<file path="src/rtl/scope_frame_decoder.sv">
// Receive side of the 8-bit scope link: debounces the slot-multiplexed byte stream,
// classifies SYNC run lengths, and recovers id/x/y frames into a per-object table.
module scope_frame_decoder #(
    parameter int SLOT_CYCLES = 1048576,
    parameter int MIN_STABLE  = 4,
    parameter int CNT_W       = 24
) (
    input  logic       clock,
    input  logic       reset,
    input  logic [7:0] din,
    input  logic [2:0] rd_sel,
    output logic [2:0] obj_id,
    output logic [6:0] x_pos,
    output logic [5:0] y_pos,
    output logic       frame_valid,
    output logic       frame_error,
    output logic       locked,
    output logic [6:0] rd_x,
    output logic [5:0] rd_y,
    output logic       rd_seen
);

    localparam logic [7:0]       SYNC     = 8'hC0;
    localparam int               STB_W    = (MIN_STABLE > 1) ? $clog2(MIN_STABLE) : 1;
    localparam logic [STB_W-1:0] STB_LAST = STB_W'(MIN_STABLE - 1);
    localparam logic [CNT_W-1:0] RUN_SAT  = CNT_W'(4 * SLOT_CYCLES);
    localparam logic [CNT_W-1:0] RUN_PRE  = CNT_W'(4 * SLOT_CYCLES - 1);
    localparam logic [CNT_W-1:0] LONG_MIN = CNT_W'(2 * SLOT_CYCLES);

    typedef enum logic [1:0] {
        HUNT,
        EXP_ID,
        EXP_X,
        EXP_Y
    } state_t;

    logic [7:0]       din_q;
    logic [7:0]       cur_sym;
    logic [7:0]       cand_sym;
    logic [STB_W-1:0] stable_cnt;
    logic [CNT_W-1:0] run_cnt;
    logic             cand_match;
    logic             accept;

    logic             acc_evt;
    logic [7:0]       acc_sym;
    logic [7:0]       acc_prev;
    logic [CNT_W-1:0] acc_len;
    logic             sat_evt;

    logic             is_data;
    logic             is_short;
    logic             is_long;
    logic             data_to_data;

    state_t           state;
    state_t           state_next;
    logic             have_id;
    logic             have_id_next;
    logic [2:0]       id_reg;
    logic [2:0]       id_next;
    logic [6:0]       x_reg;
    logic [6:0]       x_next;
    logic             valid_next;
    logic             error_next;
    logic             tbl_we;

    logic [6:0]       tbl_x [8];
    logic [5:0]       tbl_y [8];
    logic [7:0]       seen;

    // A candidate byte must differ from the current symbol and stay identical to
    // itself for MIN_STABLE cycles; any other value restarts or clears the count.
    always_comb begin
        cand_match = (stable_cnt == '0) || (din_q == cand_sym);
        accept     = (din_q != cur_sym) && cand_match && (stable_cnt == STB_LAST);
    end

    always_ff @(posedge clock) begin
        if (reset) begin
            din_q      <= SYNC;
            cur_sym    <= SYNC;
            cand_sym   <= SYNC;
            stable_cnt <= '0;
            run_cnt    <= '0;
            acc_evt    <= 1'b0;
            acc_sym    <= SYNC;
            acc_prev   <= SYNC;
            acc_len    <= '0;
            sat_evt    <= 1'b0;
        end else begin
            din_q   <= din;
            acc_evt <= accept;
            sat_evt <= !accept && (run_cnt == RUN_PRE);
            if (accept) begin
                cur_sym    <= din_q;
                acc_sym    <= din_q;
                acc_prev   <= cur_sym;
                acc_len    <= run_cnt;
                run_cnt    <= CNT_W'(1);
                stable_cnt <= '0;
            end else begin
                if (run_cnt != RUN_SAT) begin
                    run_cnt <= run_cnt + CNT_W'(1);
                end
                if (din_q == cur_sym) begin
                    stable_cnt <= '0;
                end else if (cand_match) begin
                    cand_sym   <= din_q;
                    stable_cnt <= stable_cnt + STB_W'(1);
                end else begin
                    cand_sym   <= din_q;
                    stable_cnt <= STB_W'(1);
                end
            end
        end
    end

    // The length captured with a data symbol is that of the SYNC run before it.
    always_comb begin
        is_data      = (acc_sym != SYNC);
        is_short     = (acc_len < LONG_MIN);
        is_long      = (acc_len >= LONG_MIN) && (acc_len < RUN_SAT);
        data_to_data = is_data && (acc_prev != SYNC);
    end

    always_comb begin
        state_next   = state;
        have_id_next = have_id;
        id_next      = id_reg;
        x_next       = x_reg;
        valid_next   = 1'b0;
        error_next   = 1'b0;
        tbl_we       = 1'b0;
        if (state == HUNT) begin
            // Acquisition: remember an id-shaped byte, then lock on the X after a long run.
            if (acc_evt && is_data) begin
                if (data_to_data) begin
                    have_id_next = 1'b0;
                end else if (is_long && have_id && !acc_sym[7]) begin
                    x_next     = acc_sym[6:0];
                    state_next = EXP_Y;
                end else if (acc_sym[7:3] == 5'd0) begin
                    id_next      = acc_sym[2:0];
                    have_id_next = 1'b1;
                end else begin
                    have_id_next = 1'b0;
                end
            end
        end else if (sat_evt) begin
            error_next = 1'b1;
        end else if (acc_evt && is_data) begin
            if (data_to_data) begin
                error_next = 1'b1;
            end else begin
                case (state)
                    EXP_ID: begin
                        if (is_short && (acc_sym[7:3] == 5'd0)) begin
                            id_next    = acc_sym[2:0];
                            state_next = EXP_X;
                        end else begin
                            error_next = 1'b1;
                        end
                    end
                    EXP_X: begin
                        if (is_long && !acc_sym[7]) begin
                            x_next     = acc_sym[6:0];
                            state_next = EXP_Y;
                        end else begin
                            error_next = 1'b1;
                        end
                    end
                    EXP_Y: begin
                        if (is_short && (acc_sym[7:6] == 2'd0)) begin
                            valid_next = 1'b1;
                            tbl_we     = 1'b1;
                            state_next = EXP_ID;
                        end else begin
                            error_next = 1'b1;
                        end
                    end
                    default: begin
                        error_next = 1'b1;
                    end
                endcase
            end
        end
        if (error_next) begin
            state_next   = HUNT;
            have_id_next = 1'b0;
        end
    end

    always_ff @(posedge clock) begin
        if (reset) begin
            state       <= HUNT;
            have_id     <= 1'b0;
            id_reg      <= 3'd0;
            x_reg       <= 7'd0;
            obj_id      <= 3'd0;
            x_pos       <= 7'd0;
            y_pos       <= 6'd0;
            frame_valid <= 1'b0;
            frame_error <= 1'b0;
            locked      <= 1'b0;
        end else begin
            state       <= state_next;
            have_id     <= have_id_next;
            id_reg      <= id_next;
            x_reg       <= x_next;
            frame_valid <= valid_next;
            frame_error <= error_next;
            locked      <= (state_next != HUNT);
            if (valid_next) begin
                obj_id <= id_reg;
                x_pos  <= x_reg;
                y_pos  <= acc_sym[5:0];
            end
        end
    end

    always_ff @(posedge clock) begin
        if (reset) begin
            for (int i = 0; i < 8; i++) begin
                tbl_x[i] <= 7'd0;
                tbl_y[i] <= 6'd0;
            end
            seen <= 8'd0;
        end else if (tbl_we) begin
            tbl_x[id_reg] <= x_reg;
            tbl_y[id_reg] <= acc_sym[5:0];
            seen[id_reg]  <= 1'b1;
        end
    end

    assign rd_x    = tbl_x[rd_sel];
    assign rd_y    = tbl_y[rd_sel];
    assign rd_seen = seen[rd_sel];

endmodule

</file>
<file path="config.mk">
export PLATFORM = sky130hd
export DESIGN_NAME = scope_frame_decoder
export DESIGN_NICKNAME = d
export VERILOG_FILES = /design/src/rtl/scope_frame_decoder.sv
export SDC_FILE = /design/constraint.sdc
export NUM_CORES = 1
export LEC_CHECK = 0
export BUFFER_PORTS_ARGS = -buffer_cell sky130_fd_sc_hd__buf_2
export CAP_MARGIN = 20
export CORE_UTILIZATION = 36
export CTS_CLUSTER_DIAMETER = 120
export CTS_CLUSTER_SIZE = 28
export DETAILED_ROUTE_END_ITERATION = 12
export HOLD_SLACK_MARGIN = 0.06
export PLACE_DENSITY_LB_ADDON = 0.15
export SYNTH_ARGS = -nofsm -noshare
export SYNTH_HDL_FRONTEND = slang
export SYNTH_SLANG_ARGS = --single-unit
</file>
<file path="constraint.sdc">
create_clock -name clock -period 6.8 [get_ports clock]
set_clock_uncertainty 0.1 [all_clocks]
set_input_delay 1.02 -clock clock [delete_from_list [all_inputs] [get_ports clock]]
set_output_delay 1.02 -clock clock [all_outputs]
set_load 0.005 [all_outputs]
</file>
# Yosys cells after proc, flatten, opt, wreduce, memory -nomap -nowiden
# Memory sizes are Yosys's and may differ from the RTL's.
# Index checks and enable logic that the tools add are counted.
classes:
  n_bitwise: 5
  order_cmp: 6
  n_eq_ne: 16
  addsub: 2
  n_reduce_logical: 35
  n_mux: 66
op_table:
  columns: ["op", "count"]
  rows:
  - ["7-bit 2-to-1 mux", 10]
  - ["3-bit 2-to-1 mux", 12]
  - ["1-bit 2-to-1 mux", 28]
  - ["24-bit by 1-bit adder with 24-bit output, second input constant", 1]
  - ["24-bit by 22-bit == test with 1-bit output, second input constant", 1]
  - ["24-bit by 22-bit greater-or-equal comparator with 1-bit output, second input constant", 1]
  - ["24-bit by 22-bit less-than comparator with 1-bit output, second input constant", 1]
  - ["24-bit by 23-bit less-than comparator with 1-bit output, second input constant", 1]
  - ["24-bit by 23-bit inequality test with 1-bit output, second input constant", 1]
  - ["2-bit 2-to-1 mux", 11]
  - ["8-bit == test", 2]
  - ["8-bit inequality test, second input constant", 2]
  - ["1-bit logical AND", 12]
  - ["2-bit nonzero test", 6]
  - ["3-bit by 4-bit less-than comparator with 1-bit output, second input constant", 2]
  - ["8-bit inequality test", 1]
  - ["8-bit bitwise OR", 1]
  - ["7-bit AND reduction", 1]
  - ["7-bit OR reduction", 1]
  - ["2-bit == test, second input constant", 3]
  - ["2-bit logical NOT", 3]
  - ["6-bit 2-to-1 mux", 1]
  - ["2-bit by 1-bit inequality test with 1-bit output, second input constant", 3]
  - ["2-bit case mux with 3 select lines", 1]
  - ["18 further kinds", 24]
word_totals:
  elab_cells: 154
  register_bits: 124
  input_bits: 13
  ramBits: 104
  memories: 2
memory_table:
  columns: ["name", "depth", "width", "read_ports", "rd_ports_with_merged_regs", "wr", "line_no", "rtl"]
  rows:
  - ["tbl_x", 8, 7, 1, 0, 8, "68", "logic [6:0] tbl_x [8];"]
  - ["tbl_y", 8, 6, 1, 0, 8, "69", "logic [5:0] tbl_y [8];"]

# Depth between registers and ports, before layout
# Gate-level depths: netlist of run 1.
depth:
  depth_word: 13
  mapped_depth: 8
  depth_no_buf: 7

# Worst setup path before layout of run 1
# No wires, ideal clock.
synth_timing:
  kind: "input port to output port"
  startpoint: "in rd_sel[0]"
  endpoint: "out rd_x[0]"
  t_arrival_ns: 2.654
  n_path_buf: 2
  t_required_ns: 5.680
  path_stages: 4
  slack_ns: 3.026
  path_cell_list: "clkbuf_1 buf_2 mux4_2 mux2_2"
synth_via:
  elab_chain_len: 1
synth_rtl:
  columns: ["element", "line_no", "rtl"]
  rows:
  - ["start: declaration", "11", "input logic [2:0] rd_sel,"]
  - ["memory read 8 x 7 bit", null, null]
  - ["end: declaration", "18", "output logic [6:0] rd_x,"]
# Every way passes these cells.

# Worst setup path in the final report of run 1
layout_timing:
  startpoint: "in rd_sel[0]"
  endpoint: "out rd_seen"
layout_via:
  elab_chain_len: 2
layout_rtl:
  columns: ["element", "line_no", "rtl"]
  rows:
  - ["1-bit binary-select mux with 3-bit select", "238", "assign rd_seen = seen[rd_sel];"]
  - ["1-bit 2-to-1 mux (implied by the code)", "238", null]
  - ["end: declaration", "20", "output logic rd_seen"]
# Every way passes these cells. The select of a mux whose other input is x is not followed.

==> results of run 1 <==
==> power by group <==
| part | switching, mW | total [mW] | internal [mW] |
|---|---|---|---|
| Combinational | 0.0780 | 0.142 | 0.0641 |
| Clock | 0.400 | 0.711 | 0.311 |
| Sequential | 0.0210 | 1.37 | 1.35 |
| Total | 0.499 | 2.22 | 1.72 |
==> per-stage QoR <==
stage	area [sq um]	cells	power, mW	hold slack [ps]
2_1_floorplan	9020	727	1.49	321
3_3_place_gp	9450	1049	1.54	340
3_5_place_dp	9450	1049	1.54	340
4_1_cts	9760	1065	2.25	367
5_1_grt	9770	1066	2.31	392
6_report	9770	1066	2.22	364
==> layout by cell type (no fill, tap or decap), drive strengths merged, types with 9 or more instances in the layout <==
| master | count |
|---|---|
| mux2 | 14 |
| edfxtp | 104 |
| buf | 49 |
| or2 | 10 |
| mux2i | 36 |
| and2 | 106 |
| and3 | 9 |
| inv | 17 |
| nand2 | 21 |
| a21o | 9 |
| mux4 | 28 |
| xor2 | 22 |
| a22o | 15 |
| clkbuf | 15 |
| nor2 | 59 |
| nand3 | 13 |
| xnor2 | 16 |
| nor3 | 14 |
| dfxtp | 103 |
| nor4 | 12 |
==> cells by family after synthesis <==
kind of cell | count (synthesis)
AOI/OAI and AO/OA | 48
adders and majority gates | 4
muxes | 78
DFF | 207
xor gates and xnor gates | 38
buffers and inverters | 66
and+or+nand+nor | 286
==> worst register-to-register path, stage by stage, from the launching register on <==
cell,delay [ps]
dfxtp_1,760
nor3b_1,180
a31o_2,350
nor4_4,260
buf_4,370
and3_1,740
or2_1,760
==> layout make-up <==
class                           count  area [sq um]  share of cell area (%)
Clock buffer                       15           290                    2.97
Clock inverter                      1          20.0                   0.205
Inverter                           16          60.1                   0.615
Multi-Input combinational cell    454          3550                    36.4
Sequential cell                   207          5180                    53.1
Tap cell                          324           405                    4.15
Timing Repair Buffer               49           255                    2.61
==> metal layers <==
metal	routed length [um]	vias up	track usage, %
li1	-	2614	-
met4	299	0	3.20
met3	616	15	2.08
met1	9280	2790	21.5
met2	10400	107	29.2
met5	0	-	0
==> worst max path at each step <==
stage | slack (ps) | end | start | cells past startpoint
3_3_place_gp | 2820 | rd_y[1] | rd_sel[0] | 4
5_1_grt | 2690 | tbl_x[4][2]$_SDFFCE_PN0P_ | acc_sym[2]$_SDFFE_PP0P_ | 6
3_5_place_dp | 2810 | rd_seen | rd_sel[0] | 4
2_1_floorplan | 3030 | rd_x[0] | rd_sel[0] | 4
6_report | 2870 | rd_seen | rd_sel[0] | 4
4_1_cts | 2800 | rd_seen | rd_sel[0] | 4
==> results.json, run 1 <==
{
  "status": "finished clean",
  "gp_congestion": 0.787,
  "synth-simple-area-share_pct": 18.1,
  "cp.arrival_ps": 2810,
  "synthTopCellsByArea": "edfxtp_1 35%, dfxtp_1 23%, and2_1 7.4%, mux4_2 7.0%, mux2i_1 4.0%",
  "rr_worst_depth": 6,
  "vias_per_cell": 5.18,
  "max_stage_delay_ps": 720,
  "setup_viol": 0,
  "yosysTopAreaCell": "edfxtp_1",
  "synth_edf_count": 104,
  "initial_core_util_pct": 36.9,
  "grt_max_degree": 55,
  "post-place-ws_ps": 2810,
  "largest_reg_flops": 56,
  "post-route-util_pct": 39.9,
  "avgSynthCellArea_sq_um": 12.4,
  "hold_start": "seen[1]$_SDFFE_PP0P_",
  "synth_common_cells": "106 x and2_1, 104 x edfxtp_1, 103 x dfxtp_1",
  "io_buffer_count": 45,
  "first_pass_iters": 5,
  "final_nets": 756,
  "synth_xor_area_share_pct": 3.69,
  "worstPathRequired_ps": 5680,
  "dieArea_sq_um": 25700,
  "clk_pin_slew_ps": 110,
  "fmax_mhz": 254,
  "cp-end-kind": "output port",
  "syn_nets": 744,
  "fin_crit_ps": 3930,
  "critical-path-top-delay-family": "multiplexers",
  "ir_drop_uv": 172,
  "postCtsHoldBufs": 0,
  "drv_cap": 0,
  "cts_inserted_buffers": 11,
  "clock-sinks": 207,
  "num_vias": 5526,
  "crit_chain": "buf_2, mux4_2, mux2_2, buf_2",
  "worstSetupPathType": "in2out",
  "hold_end": "seen[1]$_SDFFE_PP0P_",
  "critical_path.most_common_cell": "buf_2",
  "rrSetupSlack_ps": 2910,
  "clk_path_buf_depth": 3,
  "hold_viol_final": 0,
  "coreArea_sq_um": 24500,
  "reg2reg_from": "acc_sym[2]$_SDFFE_PP0P_",
  "muxShareOfSynthArea_pct": 12.7,
  "ctsRootBufferMaster": "clkbuf_16",
  "largest-register": "tbl_x",
  "ys_seq_elements": 207,
  "syn2layout_area_growth_pct": 8.34,
  "die_h_um": 160,
  "ios": 46,
  "finalMaxSlewViolations": 0,
  "clk_latency_ps": 470,
  "post_cts_resize_count": 0,
  "drtIter0Drc": 360,
  "period_share_pct": 57.9,
  "yosys.cell_types.count": 58,
  "rows": 57,
  "yosys.area.top_type_share_pct": 34.6,
  "postLayoutSetupSlackWorst_ps": 2870,
  "drc": 0,
  "ys_seq_area_share_pct": 57.5,
  "hold-path-cell-count": 1,
  "slew_headroom_pct": 35.9,
  "hpwl_um": 13200,
  "cts_tree": "done",
  "rsz0062_at_grt": "no",
  "post-synth-top-count-cell": "and2_1",
  "r2r_end": "tbl_x[4][2]$_SDFFCE_PN0P_",
  "drive_above_1_share_pct": 14.8,
  "floorplan.die.width_um": 160,
  "tns_ps": 0,
  "start_kind": "primary input",
  "routedWlPerCell_um": 19.3,
  "tightestPinTransition_ps": 962,
  "antenna_found_initial": 0,
  "cts_max_level": 1,
  "drt_wl_total_um": 20500,
  "synth_ff_type": "edfxtp_1",
  "path_max_fanout": 28,
  "grt_remaining_overflow": 0,
  "post-cts-setup-buffers": 0,
  "synth_top_family_by_area": "simple AND/OR/NAND/NOR gates",
  "grt_pass1_wl_um": 32700,
  "syn_inst": 727,
  "top_regs": "tbl_x x56, tbl_y x48, run_cnt x24",
  "antenna_left": 0,
  "first_global_vias": 5589,
  "synth-async-reset-ratio_pct": 0,
  "netlist_area_sq_um": 9020,
  "track_usage_pct": 16.4,
  "synthAdderAreaFrac_pct": 0.555,
  "power_density_nw_per_um2": 227,
  "n_antenna_cell": 0,
  "cp_num_buf_inv": 2,
  "yosys_warnings": 0,
  "worstHoldPathType": "reg2reg",
  "synth_compound_area_share_pct": 4.33,
  "p_leak_nw": 3.65,
  "nFillCells": 2324,
  "crit_path_top_delay_cell": "buf_2"
}
Power figures use the tool's default switching activity.
==> inputs of run 2 (changes only) <==
--- a/config.mk
+++ b/config.mk
@@ -5,6 +5,7 @@
 export SDC_FILE = /design/constraint.sdc
 export NUM_CORES = 1
 export LEC_CHECK = 0
+export ABC_AREA = 1
 export BUFFER_PORTS_ARGS = -buffer_cell sky130_fd_sc_hd__buf_2
 export CAP_MARGIN = 20
 export CORE_UTILIZATION = 36
==> constraint.sdc (replaced) <==
create_clock -name clock -period 4.09 [get_ports clock]
set_clock_uncertainty 0.1 [all_clocks]
set_input_delay 0.6135 -clock clock [delete_from_list [all_inputs] [get_ports clock]]
set_output_delay 0.6135 -clock clock [all_outputs]
set_load 0.005 [all_outputs]
==> results.json, run 2 <==
{
  "synth-async-reset-ratio_pct": 0,
  "tightestPinTransition_ps": 832,
  "path_max_fanout": 36,
  "track_usage_pct": 17.6,
  "grt_remaining_overflow": 0,
  "setup_viol": 0,
  "yosysTopAreaCell": "edfxtp_1",
  "rows": 57,
  "yosys_warnings": 0,
  "cts_tree": "done",
  "post-synth-top-count-cell": "nor2_1",
  "worstHoldPathType": "in2reg",
  "clk_latency_ps": 480,
  "yosys.area.top_type_share_pct": 34.5,
  "ctsRootBufferMaster": "clkbuf_16",
  "routedWlPerCell_um": 15.8,
  "slew_headroom_pct": 44.2,
  "syn_nets": 1080,
  "syn_inst": 1063,
  "drc": 0,
  "hold-path-cell-count": 2,
  "finalMaxSlewViolations": 0,
  "antenna_found_initial": 0,
  "cts_max_level": 1,
  "top_regs": "tbl_x x56, tbl_y x48, run_cnt x24",
  "fin_crit_ps": 3020,
  "power_density_nw_per_um2": 380,
  "start_kind": "register",
  "worstPathRequired_ps": 4110,
  "drv_cap": 0,
  "worstSetupPathType": "reg2reg",
  "vias_per_cell": 4.88,
  "p_leak_nw": 3.67,
  "antenna_left": 0,
  "drtIter0Drc": 421,
  "dieArea_sq_um": 25800,
  "synth_edf_count": 104,
  "initial_core_util_pct": 37.0,
  "hold_ws_ps": 213,
  "io_buffer_count": 45,
  "ir_drop_uv": 204,
  "post-place-ws_ps": 1010,
  "post_cts_resize_count": 0,
  "clk_path_buf_depth": 3,
  "yosys.cell_types.count": 36,
  "fmax_mhz": 331,
  "grt_pass1_wl_um": 35900,
  "largest_reg_flops": 56,
  "post-cts-setup-buffers": 0,
  "ys_seq_area_share_pct": 57.3,
  "dpl_cell_area_sq_um": 9540,
  "ys_seq_elements": 207,
  "period_share_pct": 73.8,
  "netlist_area_sq_um": 9050,
  "synth_ff_type": "edfxtp_1",
  "n_antenna_cell": 0,
  "cts_inserted_buffers": 11,
  "clock-sinks": 207,
  "clk_pin_slew_ps": 110,
  "grt_max_degree": 57,
  "post-route-util_pct": 40.3,
  "rsz0062_at_grt": "no",
  "coreArea_sq_um": 24500,
  "avgSynthCellArea_sq_um": 8.51,
  "cp.arrival_ps": 3040,
  "drt_wl_total_um": 22300,
  "rr_worst_depth": 7,
  "cp-end-kind": "register",
  "hpwl_um": 15200,
  "mostFrequentLayoutCell": "nor2_1",
  "hold_viol_final": 0,
  "synth_common_cells": "266 x nor2_1, 160 x nand2_1, 104 x edfxtp_1",
  "final_cell_area_sq_um": 9850,
  "ios": 46,
  "gp_congestion": 0.793,
  "syn2layout_area_growth_pct": 8.89,
  "first_pass_iters": 5,
  "tns_ps": 0,
  "first_global_vias": 6613,
  "status": "finished clean",
  "largest-register": "tbl_x",
  "synthTopCellsByArea": "edfxtp_1 35%, dfxtp_1 23%, nor2_1 11%, nand2_1 6.6%, o21ai_0 4.9%",
  "postLayoutSetupSlackWorst_ps": 1070,
  "num_vias": 6899,
  "die_h_um": 161,
  "floorplan.die.width_um": 161,
  "drive_above_1_share_pct": 9.27,
  "postCtsHoldBufs": 0,
  "final_cell_mix": "266 x nor2_1, 160 x nand2_1, 104 x edfxtp_1",
  "final_nets": 1103
}
==> run 2: cell count changes in the layout (fill, tap and decap cells not counted), sizes merged, moves of 15 or more <==
cell / before / now
a21oi: 4 / 44
a22o: 15 / 0
and2: 106 / 0
inv: 17 / 102
mux2i: 36 / 0
mux4: 28 / 0
nand2: 21 / 170
nand3: 13 / 38
nor2: 59 / 269
o21ai: 1 / 89
==> run 2: path summary, 6_finish.rpt <==
path | startpoint | end | slack, ps
worst max-delay path | acc_len[21]$_SDFFE_PP0P_ | tbl_x[1][4]$_SDFFCE_PN0P_ | 1070
worst min-delay path | din[7] | din_q[7]$_SDFF_PP1_ | 210
worst max register to register | acc_len[21]$_SDFFE_PP0P_ | tbl_x[1][4]$_SDFFCE_PN0P_ | 1070
worst min register to register | x_pos[4]$_SDFFE_PP0P_ | x_pos[4]$_SDFFE_PP0P_ | 350
==> run 2: layout make-up <==
class,instances,area (sq um)
Sequential cell,207,5180
Clock buffer,15,290
Clock inverter,2,23.8
Timing Repair Buffer,56,308
Fill cell,2502,14600
Multi-Input combinational cell,706,3250
Tap cell,324,405
Inverter,104,390
==> run 2: stage by stage <==
step	power, mW	std cells
after CTS	3.79	1414
after floorplan	2.50	1063
after global placement	2.60	1397
final	3.74	1414
after global routing	3.90	1414
after detailed placement	2.60	1397
==> run 2: power breakdown <==
part	internal, mW	switching [mW]
logic	0.0884	0.183
clock network	0.514	0.681
registers	2.24	0.0324
==> run 2: cells by family after synthesis <==
logic type	after synthesis	share of synthesized area, %
adders and majority gates	4	0.553
AOI/OAI and AO/OA	169	9.96
DFF	207	57.3
buffers and inverters	150	6.78
and+or+nand+nor	519	24.0
xor gates and xnor gates	14	1.36
==> run 2: worst max-delay path, cell delays in order (launching register included) <==
cell and delay (ps):
dfxtp_1 340, nor3_1 380, nand2_1 130, nor2_1 190
nand2_4 270, nor2_4 230, nand4_2 380, nand2_1 640
==> run 2: routing by layer <==
metal  routed length [um]  GRT usage [%]  vias to the layer above  share of wire, %
met5                    0              0                        -                 0
li1                     -              -                     3519                 -
met3                  720           2.09                       14               3.2
met4                  312           3.42                        0               1.4
met1                10300           23.5                     3242                46
met2                11000           30.7                      124                49
==> inputs of run 3 (changes only) <==
--- a/config.mk
+++ b/config.mk
@@ -5,7 +5,7 @@
 export SDC_FILE = /design/constraint.sdc
 export NUM_CORES = 1
 export LEC_CHECK = 0
-export ABC_AREA = 1
+export ABC_AREA = 0
 export BUFFER_PORTS_ARGS = -buffer_cell sky130_fd_sc_hd__buf_2
 export CAP_MARGIN = 20
 export CORE_UTILIZATION = 36
==> constraint.sdc (replaced) <==
create_clock -name clock -period 3.1 [get_ports clock]
set_clock_uncertainty 0.1 [all_clocks]
set_input_delay 0.465 -clock clock [delete_from_list [all_inputs] [get_ports clock]]
set_output_delay 0.465 -clock clock [all_outputs]
set_load 0.005 [all_outputs]
==> results.json, run 3 (synthesis results as in run 1) <==
{
  "status": "finished clean",
  "clk_path_buf_depth": 3,
  "fin_crit_ps": 2590,
  "grt_pass1_wl_um": 32300,
  "reg2reg_from": "acc_len[21]$_SDFFE_PP0P_",
  "p_leak_nw": 3.79,
  "clk_pin_slew_ps": 110,
  "rrSetupSlack_ps": 510,
  "hold-path-cell-count": 2,
  "drtIter0Drc": 236,
  "crit_chain": "or4b_1, a2111oi_0, or4b_1, mux2i_1, nor2_1",
  "drc": 0,
  "hold_start": "din[7]",
  "ios": 46,
  "hold_viol_final": 0,
  "cp.arrival_ps": 2840,
  "io_buffer_count": 45,
  "slew_headroom_pct": 52.1,
  "first_global_vias": 5606,
  "path_max_fanout": 9,
  "clk_latency_ps": 470,
  "largest-register": "tbl_x",
  "rsz0062_at_grt": "no",
  "final_cell_mix": "106 x and2_1, 104 x edfxtp_1, 103 x dfxtp_1",
  "ctsRootBufferMaster": "clkbuf_16",
  "fmax_mhz": 386,
  "largest_reg_flops": 56,
  "period_share_pct": 83.5,
  "first_pass_iters": 4,
  "rows": 57,
  "gp_congestion": 0.766,
  "final_nets": 782,
  "rr_worst_depth": 5,
  "vias_per_cell": 5.04,
  "cts_max_level": 1,
  "mostFrequentLayoutCell": "and2_1",
  "postLayoutSetupSlackWorst_ps": 512,
  "hpwl_um": 13900,
  "clock-sinks": 207,
  "setup_viol": 0,
  "cts_inserted_buffers": 11,
  "drt_wl_total_um": 20300,
  "worstSetupPathType": "reg2reg",
  "critical_path.most_common_cell": "or4b_1",
  "dpl_cell_area_sq_um": 9660,
  "drive_above_1_share_pct": 17.8,
  "cp-end-kind": "register",
  "hold_end": "din_q[7]$_SDFF_PP1_",
  "max_stage_delay_ps": 710,
  "post_cts_resize_count": 0,
  "n_antenna_cell": 0,
  "post-cts-setup-buffers": 0,
  "grt_remaining_overflow": 0,
  "final_cell_area_sq_um": 9980,
  "cts_tree": "done",
  "routedWlPerCell_um": 18.6,
  "tightestPinTransition_ps": 719,
  "top_regs": "tbl_x x56, tbl_y x48, run_cnt x24",
  "floorplan.die.width_um": 160,
  "coreArea_sq_um": 24500,
  "initial_core_util_pct": 36.9,
  "finalMaxSlewViolations": 0,
  "ir_drop_uv": 361,
  "worstHoldPathType": "in2reg",
  "hold_ws_ps": 80.9,
  "dieArea_sq_um": 25700,
  "antenna_found_initial": 0,
  "grt_max_degree": 40,
  "track_usage_pct": 16.2,
  "worstPathRequired_ps": 3350,
  "die_h_um": 160,
  "post-place-ws_ps": 487,
  "tns_ps": 0,
  "drv_cap": 0,
  "r2r_end": "x_reg[5]$_SDFFE_PP0P_",
  "power_density_nw_per_um2": 488,
  "syn2layout_area_growth_pct": 10.7,
  "num_vias": 5508,
  "start_kind": "register",
  "antenna_left": 0,
  "crit_path_top_delay_cell": "or4b_1",
  "postCtsHoldBufs": 0
}
[run 3: report_power, final]
group	internal [mW]	total [mW]	switching, mW
sequential	2.95	3.00	0.0448
combinational	0.154	0.330	0.176
clock	0.679	1.55	0.868
[run 3: worst max-delay path by stage]
stage,start,end
floorplan,rd_sel[0],rd_x[0]
global placement,rd_sel[0],rd_x[2]
detailed placement,rd_sel[0],rd_x[5]
CTS,rd_sel[0],rd_x[5]
global route,acc_prev[3]$_SDFFE_PP0P_,tbl_y[1][2]$_SDFFCE_PN0P_
finish,acc_len[21]$_SDFFE_PP0P_,x_reg[5]$_SDFFE_PP0P_
[run 3: through the flow]
stage | instances | util (%) | power (mW)
after CTS | 1092 | 40.8 | 4.96
final | 1093 | 40.8 | 4.88
after detailed placement | 1075 | 39.5 | 3.40
after global placement | 1075 | 39.5 | 3.39
after floorplan | 727 | - | 3.27
after global routing | 1093 | 40.8 | 5.08
[run 3: worst max-delay path: cells and delay by family (launching register included)]
| kind | cells | cell delay (ps) |
|---|---|---|
| compound gates | 1 | 390 |
| flops | 1 | 510 |
| mux | 1 | 230 |
| simple gates | 3 | 1250 |
[run 3: metal layers]
| layer | track usage (%) | wire, um | vias to the layer above |
|---|---|---|---|
| met4 | 3.12 | 293 | 0 |
| met3 | 2.10 | 599 | 18 |
| met2 | 28.9 | 10200 | 78 |
| li1 | - | - | 2669 |
| met5 | 0 | 0 | - |
| met1 | 21.1 | 9160 | 2743 |
[run 3: cell type report]
type	instances	area, sq um
Clock buffer	15	290
Inverter	16	60.1
Clock inverter	2	25.0
Multi-Input combinational cell	454	3550
Sequential cell	207	5180
Fill cell	2310	14500
Timing Repair Buffer	75	463
Tap cell	324	405
